$ cat src/rtl/pe_pkg.sv
// Shared definitions for the sequential pixel priority evaluator: layer-word field map,
// backdrop constant, sequencer states and the palette halfword selector.
package pe_pkg;

    localparam int PRIO_HI    = 19;
    localparam int PRIO_LO    = 18;
    localparam int OBJ_BIT    = 17;
    localparam int OPAQUE_BIT = 15;
    localparam int MODE_HI    = 14;
    localparam int MODE_LO    = 13;
    localparam int IDX_HI     = 8;

    localparam logic [1:0]  MODE_OBJ_WIN = 2'b10;
    localparam logic [19:0] BACKDROP     = 20'h0_8000;

    typedef enum logic [2:0] {
        IDLE,
        ACC,
        F0,
        F1,
        OUT
    } pe_seq_state_t;

    // Palette words pack two BGR555 entries; bit 15 of each halfword is dropped.
    function automatic logic [14:0] pal_half(input logic [31:0] rdata, input logic odd);
        return odd ? rdata[30:16] : rdata[14:0];
    endfunction

endpackage

$ cat src/rtl/pe_rank_cmp.sv
// Combinational rank comparator: does a candidate displace a reference entry?
// Keys are {prio[1:0], is_obj}; a reference flagged as backdrop loses to any visible candidate.
module pe_rank_cmp (
    input  logic [2:0] i_cand_key,
    input  logic       i_cand_vis,
    input  logic [2:0] i_ref_key,
    input  logic       i_ref_bd,
    output logic       o_outranks
);

    logic [1:0] w_cand_prio;
    logic [1:0] w_ref_prio;
    logic       w_cand_obj;
    logic       w_ref_obj;

    assign w_cand_prio = i_cand_key[2:1];
    assign w_cand_obj  = i_cand_key[0];
    assign w_ref_prio  = i_ref_key[2:1];
    assign w_ref_obj   = i_ref_key[0];

    // Equal-priority BG never displaces, so earlier (lower-numbered) BGs keep their slot.
    assign o_outranks = i_cand_vis &&
                        (i_ref_bd ||
                         (w_cand_prio < w_ref_prio) ||
                         ((w_cand_prio == w_ref_prio) && w_cand_obj && !w_ref_obj));

endmodule

$ cat src/rtl/pe_priority_seq.sv
// Serial per-pixel priority evaluator: ranks OBJ + NUM_BG candidates into top/second slots,
// fetches both colours from palette RAM (coalescing same-word reads) and hands off under valid/ready.
module pe_priority_seq
    import pe_pkg::*;
#(
    parameter int NUM_BG  = 4,
    parameter int LAYER_W = 20,
    parameter int PAL_AW  = 8
) (
    input  logic               clk,
    input  logic               clear,
    input  logic               in_valid,
    output logic               in_ready,
    input  logic [LAYER_W-1:0] in_layer,
    input  logic [NUM_BG:0]    in_mask,
    input  logic [4:0]         in_effects,
    output logic               pram_req,
    output logic [PAL_AW-1:0]  pram_addr,
    input  logic               pram_ack,
    input  logic [31:0]        pram_rdata,
    output logic               out_valid,
    input  logic               out_ready,
    output logic [14:0]        color0,
    output logic [14:0]        color1,
    output logic [LAYER_W-1:0] layer0,
    output logic [LAYER_W-1:0] layer1,
    output logic [4:0]         effects
);

    localparam int                CNT_W     = $clog2(NUM_BG + 1);
    localparam logic [CNT_W-1:0]  LAST_BEAT = CNT_W'(NUM_BG);

    pe_seq_state_t      r_state;
    pe_seq_state_t      w_next;
    logic [CNT_W-1:0]   r_beat;
    logic [LAYER_W-1:0] r_top;
    logic [LAYER_W-1:0] r_bot;
    logic               r_top_bd;
    logic               r_bot_bd;
    logic [NUM_BG:0]    r_mask;
    logic [4:0]         r_eff;
    logic [14:0]        r_col0;

    logic               w_first;
    logic               w_accept;
    logic [CNT_W-1:0]   w_bg_sel;
    logic               w_mask_bit;
    logic               w_cand_vis;
    logic [LAYER_W-1:0] w_top_ref;
    logic [LAYER_W-1:0] w_bot_ref;
    logic               w_top_ref_bd;
    logic               w_bot_ref_bd;
    logic               w_beats_top;
    logic               w_beats_bot;
    logic [LAYER_W-1:0] w_top_new;
    logic [LAYER_W-1:0] w_bot_new;
    logic               w_top_new_bd;
    logic               w_bot_new_bd;
    logic               w_coalesce;
    logic [14:0]        w_top_half;
    logic [14:0]        w_bot_half;
    logic               w_load_out;
    logic               w_unused_rdata;

    // The first beat ranks against a freshly preloaded backdrop rather than last pixel's slots.
    assign w_first      = (r_state == IDLE);
    assign w_accept     = in_valid && in_ready;
    assign w_bg_sel     = r_beat - CNT_W'(1);
    assign w_mask_bit   = w_first ? in_mask[NUM_BG] : r_mask[w_bg_sel];
    assign w_cand_vis   = in_layer[OPAQUE_BIT] && w_mask_bit &&
                          !(in_layer[OBJ_BIT] && (in_layer[MODE_HI:MODE_LO] == MODE_OBJ_WIN));
    assign w_top_ref    = w_first ? BACKDROP : r_top;
    assign w_bot_ref    = w_first ? BACKDROP : r_bot;
    assign w_top_ref_bd = w_first ? 1'b1 : r_top_bd;
    assign w_bot_ref_bd = w_first ? 1'b1 : r_bot_bd;

    pe_rank_cmp u_cmp_top (
        .i_cand_key (in_layer[PRIO_HI:OBJ_BIT]),
        .i_cand_vis (w_cand_vis),
        .i_ref_key  (w_top_ref[PRIO_HI:OBJ_BIT]),
        .i_ref_bd   (w_top_ref_bd),
        .o_outranks (w_beats_top)
    );

    pe_rank_cmp u_cmp_bot (
        .i_cand_key (in_layer[PRIO_HI:OBJ_BIT]),
        .i_cand_vis (w_cand_vis),
        .i_ref_key  (w_bot_ref[PRIO_HI:OBJ_BIT]),
        .i_ref_bd   (w_bot_ref_bd),
        .o_outranks (w_beats_bot)
    );

    // NOTE: every combinational output gets a default before any branch, so no latch can form.
    always_comb begin
        w_top_new    = w_top_ref;
        w_top_new_bd = w_top_ref_bd;
        w_bot_new    = w_bot_ref;
        w_bot_new_bd = w_bot_ref_bd;
        if (w_beats_top) begin
            w_top_new    = in_layer;
            w_top_new_bd = 1'b0;
            w_bot_new    = w_top_ref;
            w_bot_new_bd = w_top_ref_bd;
        end else if (w_beats_bot) begin
            w_bot_new    = in_layer;
            w_bot_new_bd = 1'b0;
        end
    end

    assign w_coalesce     = (r_top[IDX_HI:1] == r_bot[IDX_HI:1]);
    assign w_top_half     = pal_half(pram_rdata, r_top[0]);
    assign w_bot_half     = pal_half(pram_rdata, r_bot[0]);
    assign pram_addr      = (r_state == F1) ? PAL_AW'(r_bot[IDX_HI:1]) : PAL_AW'(r_top[IDX_HI:1]);
    assign w_unused_rdata = ^{pram_rdata[31], pram_rdata[15]};

    always_comb begin
        w_next    = r_state;
        in_ready  = 1'b0;
        pram_req  = 1'b0;
        out_valid = 1'b0;
        case (r_state)
            IDLE: begin
                in_ready = 1'b1;
                if (in_valid) w_next = ACC;
            end
            ACC: begin
                in_ready = 1'b1;
                if (in_valid && (r_beat == LAST_BEAT)) w_next = F0;
            end
            F0: begin
                pram_req = 1'b1;
                if (pram_ack) w_next = w_coalesce ? OUT : F1;
            end
            F1: begin
                pram_req = 1'b1;
                if (pram_ack) w_next = OUT;
            end
            OUT: begin
                out_valid = 1'b1;
                if (out_ready) w_next = IDLE;
            end
            default: w_next = IDLE;
        endcase
    end

    // Output registers load only on the transition into OUT, so they hold across backpressure.
    assign w_load_out = (w_next == OUT) && (r_state != OUT);

    // NOTE: sequential state uses non-blocking assignments so every register samples pre-edge values.
    always_ff @(posedge clk) begin
        if (clear) r_state <= IDLE;
        else       r_state <= w_next;
    end

    always_ff @(posedge clk) begin
        if (clear) begin
            r_beat   <= '0;
            r_top    <= '0;
            r_bot    <= '0;
            r_top_bd <= 1'b0;
            r_bot_bd <= 1'b0;
            r_mask   <= '0;
            r_eff    <= '0;
            r_col0   <= '0;
            color0   <= '0;
            color1   <= '0;
            layer0   <= '0;
            layer1   <= '0;
            effects  <= '0;
        end else begin
            if (w_accept) begin
                r_top    <= w_top_new;
                r_bot    <= w_bot_new;
                r_top_bd <= w_top_new_bd;
                r_bot_bd <= w_bot_new_bd;
                if (w_first) begin
                    r_mask <= in_mask;
                    r_eff  <= in_effects;
                    r_beat <= CNT_W'(1);
                end else begin
                    r_beat <= r_beat + CNT_W'(1);
                end
            end
            if ((r_state == F0) && pram_ack) r_col0 <= w_top_half;
            if (w_load_out) begin
                color0  <= (r_state == F0) ? w_top_half : r_col0;
                color1  <= w_bot_half;
                layer0  <= r_top;
                layer1  <= r_bot;
                effects <= r_eff;
            end
        end
    end

endmodule

$ cat config.mk
export PLATFORM = sky130hd
export DESIGN_NAME = pe_priority_seq
export DESIGN_NICKNAME = d
export VERILOG_FILES = /design/src/rtl/pe_pkg.sv /design/src/rtl/pe_rank_cmp.sv /design/src/rtl/pe_priority_seq.sv
export SDC_FILE = /design/constraint.sdc
export NUM_CORES = 1
export LEC_CHECK = 0
export ABC_AREA = 1
export CORE_UTILIZATION = 40
export DETAILED_ROUTE_END_ITERATION = 6
export HOLD_SLACK_MARGIN = 0.02
export PLACE_DENSITY = 0.62
export SKIP_LAST_GASP = 1
export SYNTH_ARGS = -nofsm -noshare
export SYNTH_HDL_FRONTEND = slang
export SYNTH_SLANG_ARGS = --single-unit
$ cat constraint.sdc
create_clock -name clk -period 2.7 [get_ports clk]
set_input_delay 0.54 -clock clk [delete_from_list [all_inputs] [get_ports clk]]
set_output_delay 0.54 -clock clk [all_outputs]
set_load 0.05 [all_outputs]
# After elaboration in Yosys (flattened, before gate mapping)
# Index checks and enable logic that the tools add are counted.
[totals]
ff_bits = 148
word_cells = 85
inputBits = 67
out_inout_bits = 86
[op_classes]
reduce_logical = 26
n_mux = 28
magnitude_cmp = 3
eq_ne = 11
addsub = 2
[op_table]
columns = ["cell", "count"]
rows = [
  ["$mux 20", 5],
  ["$mux 15", 3],
  ["$mux 3", 7],
  ["$pmux 3 s5", 1],
  ["$logic_and 1x1->1", 13],
  ["$mux 1", 10],
  ["$eq 3x3->1 const B", 3],
  ["$eq 8x8->1", 1],
  ["$mux 8", 1],
  ["$eq 3x2->1 const B", 2],
  ["$eq 2x2->1", 2],
  ["$logic_or 1x1->1", 4],
  ["$lt 2x2->1", 2],
  ["$lt 3x4->1 const B", 1],
  ["$reduce_and 2->1", 2],
  ["$reduce_or 2->1", 2],
  ["$add 3x1->3 const B", 1],
  ["$bmux 1 s3", 1],
  ["$eq 3x1->1 const B", 1],
  ["$logic_not 1->1", 3],
  ["$logic_not 3->1", 1],
  ["$ne 3x3->1 const B", 1],
  ["$reduce_bool 3->1", 1],
  ["$sub 3x1->3 const B", 1],
  ["$eq 2x2->1 const B", 1],
]

# Logic depth before layout (Yosys ltp)
# Gate-level depths: netlist of the first run.
[logic_depth]
word_depth = 9
depth_mapped = 18
mapped_depth_nobuf = 17

# Cells and area by module
# Synthesis of the first run repeated with hierarchy kept, for this count alone.
[hier_totals]
hier_cells = 1063
hier_area_um2 = 7108.1
[modules_own_cells]
columns = ["module", "instances", "seq_area_each_um2", "area_per_inst_um2", "cells_each"]
rows = [
  ["pe_priority_seq", 1, 2962.8, 6957.9, 1033],
  ["pe_rank_cmp", 2, 0.0, 75.1, 15],
]

# Least setup slack after synthesis of the first run
# Ideal clock, no wire load.
[synth_timing]
path_kind = "reg-to-output"
startpoint = "register r_state[1]"
endpoint = "output pram_addr[0]"
required_ps = 2160
arrival_ps = 2438
path_slack_ps = -278
n_path_buf = 1
path_stages_with_launch = 6
path_cell_list = "dfxtp_1 -> inv_1 -> nor2_2 -> nand2_2 -> clkbuf_1 -> o21ai_0"
[synth_between]
elab_chain_len = 2
[synth_lines]
columns = ["item", "line_no", "rtl"]
rows = [
  ["start, declared", "pe_priority_seq.sv:33", "pe_seq_state_t r_state;"],
  ["start signal, assigned", "pe_priority_seq.sv:152", "else r_state <= w_next;"],
  ["$eq 3x2->1", "pe_priority_seq.sv:113", "assign pram_addr = (r_state == F1) ? PAL_AW'(r_bot[IDX_HI:1]) : PAL_AW'(r_top[IDX_HI:1]);"],
  ["$mux 8", "pe_priority_seq.sv:113", ""],
  ["end, declared", "pe_priority_seq.sv:18", "output logic [PAL_AW-1:0] pram_addr,"],
]
# No other way between the ends.

# Worst setup path in the final report of the first run
[layout_timing]
startpoint = "register r_state[0]"
endpoint = "output pram_addr[4]"
# The elaborated chain is that of the path after synthesis.

==> results of run 1 <==
==> metal layers <==
metal / part of all wire [%] / global-route usage [%] / up-vias
met4: 1.5 / 7.57 / 0
met1: 50 / 30.0 / 3114
met3: 5.5 / 5.63 / 25
li1: - / - / 3736
met2: 43 / 33.0 / 156
met5: 0 / 0 / -
==> power groups by stage <==
stage	registers [mW]	clock network [mW]	logic, mW
after floorplan	2.33	0	0.454
after global placement	2.34	0	0.705
after detailed placement	2.34	0	0.710
after CTS	2.29	2.67	0.714
after global routing	2.30	2.77	0.806
final	2.29	2.63	0.718
==> cell usage after synthesis, types with 2 or more instances <==
master,number
buf_4,5
mux2i_1,15
nor2_1,250
nand3_4,2
o21ai_1,23
nand2_2,5
nor2_4,2
ha_1,7
a211oi_1,16
nand3_1,27
buf_2,15
nand2_1,259
nor3_1,2
nand3b_1,2
nand3_2,2
clkbuf_1,37
nand4_1,10
a31oi_1,4
nor2_8,2
o21ai_0,106
a21oi_1,28
nor2_2,2
buf_6,6
inv_2,4
dfxtp_1,148
inv_1,124
==> flip-flops by register name, indices dropped and copies added, names as in the netlist <==
signal	flops
layer0	20
layer1	20
r_bot	20
r_top	20
color0	15
color1	15
r_col0	15
effects	5
r_eff	5
r_mask	5
r_beat	3
r_state	3
r_bot_bd	1
r_top_bd	1
==> final timing paths <==
kind	endpoint	cells past startpoint	from
worst max-delay path	pram_addr[4]	4	r_state[0]
worst min-delay path	r_mask[3]	2	r_mask[3]
worst max register to register	r_bot[8]	13	r_state[2]
worst min register to register	r_mask[3]	2	r_mask[3]
==> cells by family (layout without fill, tap and decap cells) <==
group / count (synthesis) / count (layout) / share of synthesized area, %
muxes: 15 / 15 / 2.06
buffers and inverters: 193 / 342 / 11.2
AOI/OAI and AO/OA: 180 / 180 / 13.1
adders and majority gates: 7 / 7 / 1.20
DFF: 148 / 148 / 40.6
and+or+nand+nor: 569 / 569 / 32.0
==> through the flow <==
| stage | setup TNS, ps | cells | hold WS, ps | instance area (µm²) |
|---|---|---|---|---|
| floorplan | -2220 | 1112 | 425 | 7300 |
| global placement | 0 | 1458 | 438 | 9070 |
| detailed placement | 0 | 1458 | 458 | 9070 |
| CTS | 0 | 1490 | 472 | 9720 |
| global route | 0 | 1490 | 498 | 9740 |
| finish | 0 | 1490 | 470 | 9740 |
==> tightest hold or removal path: cells and delay by family (launching register included) <==
family / cells / cell delay [ps]
flip-flops: 1 / 300
AO/OA/AOI/OAI: 1 / 60
buffers and inverters: 1 / 60
==> cell type report <==
class | count | area (µm²) | area share, %
clock buffers | 18 | 429 | 4.41
repair buffers | 180 | 1800 | 18.4
flip-flops and latches | 148 | 2960 | 30.4
well taps | 229 | 287 | 2.94
clock inverters | 14 | 225 | 2.31
inverters | 130 | 495 | 5.09
multi-input cells | 771 | 3540 | 36.4
==> repair_timing <==
action | CTS | global route
hold buffers | 0 | 0
gates resized for setup | 0 | 4
endpoints found under the setup margin | 0 | 15
endpoints found under the hold margin | 0 | 0
==> key figures, run 1 <==
Placed design
  • Global placer's final weighted congestion: ~0.85
  • Pre-CTS setup slack: between 30 and 40 ps
  • PortBufs: 150
  • Hpwl dp: roughly 13,000 µm

Finish
  • N_diodes: 0
  • Post-layout util: roughly 54%
  • Final #Nets: approximately 1,300
  • Commonest non-fill, non-tap cell in the layout: nand2_1
  • Share of layout cells above drive strength 1: under 10%
  • Synthesis-to-finish area growth: 33.3%
  • Most frequent cells in the layout: nand2_1 (258), nor2_1 (249), dfxtp_1 (148)
  • FILL cells: approximately 1,800

Pwr
  • Power, Total: between 5 and 6 mW
  • Pwr Density: 579 nW/µm²
  • Clock Power Share: between 40% and 50%
  • Peak supply drop: ~0.45 mV
  • Pint: 4.19 mW
  • Switching share of power: about 26%
  • LEAKAGE: ~4.4 nW
  • Switching Power: approximately 1.5 mW
  • Combinational fraction of design power: between 10% and 20%
  • Sequential share of power: between 40% and 50%

Clock tree
  • CTS sink cnt: approximately 150
  • H-tree lvl count: 4
  • CTS Buffer Depth: 2
  • CTS tree: yes
  • Post-CTS Setup Bufs: 0
  • CTS buffer count: 17
  • Worst-path clk slew: 60 ps
  • Worst-skew pair later-pin latency: 440 ps
  • Clk root buf: clkbuf_16

Die
  • Core Box Area: ~18,000 µm²
  • Total Die Area: approximately 19,000 µm²
  • I/O pins: 153
  • Die height: 137 µm
  • Initial Utilization: between 40% and 50%
  • Width of the die: around 140 µm
  • Row Count: 49

Global routing
  • Vias in the first global route: between 6,000 and 7,000
  • Largest net degree at the start of global routing: 56
  • Remaining global-route overflow: 0
  • Antenna violations before repair: 0
  • First-pass GRT wire length: approximately 32,000 µm
  • Total track usage: a little over a fifth

Timing
  • Slew Limit Headroom: between 60% and 70%
  • Worst slew pin tran: ~560 ps
  • Final setup fails: 0
  • RSZ-0062 raised after global routing: no
  • Crit path time final: roughly 2500 ps
  • Final period util: 91.3%
  • Max-slew violation count: 0
  • FMAX: 405 MHz
  • Fin. Hold Viols: 0
  • Setup slack after layout: 234 ps
  • Final Skew: ~11 ps

Routing
  • Via count: roughly 7,000
  • Routed length per instance: 13.2 µm
  • DR vias/cell: 4.72
  • Routed wire length: 19,700 µm
  • Pre-antenna DRT Iters: 5
  • Post-route ant nets: 0
  • Initial DRC count: approximately 400
  • Post-route DRC: 0

Critical path
  • Reg2reg setup slack: 240 ps
  • Crit path cell chain: buf_4, nand2_2, o21ai_0, buf_4
  • Crit-path slowest cell: dfxtp_1
  • Worst EP required: about 2200 ps
  • Worst Path Max Fanout: 18
  • Worst path arrival time: between 1500 and 2000 ps
  • CP most frequent cell: buf_4
  • Setup crit end kind: output pin
  • Crit-path max cell delay: between 400 and 500 ps
  • Critical path startpoint category: register
  • Type of the worst setup path: reg2out
  • Critical path's top delay family: buffers and inverters
  • Crit path buf inv count: 2

Yosys
  • Seq/Total Area, Yosys: between 40% and 50%
  • Syn Area/Cell: 6.57 µm²
  • Top cells by area, synth: dfxtp_1 (41%), nand2_1 (13%), nor2_1 (13%)
  • Synth Net Count: 1,186
  • FFs w/ async S/R, synth: 0%
  • #FFs+latches synth: 148
  • Cell Area, Synth: 7300 µm²
  • Post-synth top area cell: dfxtp_1
  • Synth cell types: 35
  • Synth top area share: 40.6%
  • Most used DFF post-synth: dfxtp_1
  • Syn Inst Count: around 1,100
  • Synthesis warning total: 0
  • Number of flops mapped to enable cells by yosys: 0

Job
  • # Max-Cap Violations: 0

Status
  • Status: complete, no violations

Min path
  • Hold crit path type: reg2reg
Note: power is estimated with default switching activity, not from simulation.
==> run 2, diff against run 1 <==
- CAP_MARGIN: default -> 20
==> results of run 2 <==
Final layout, timing and power as in run 1 (identical DEF).
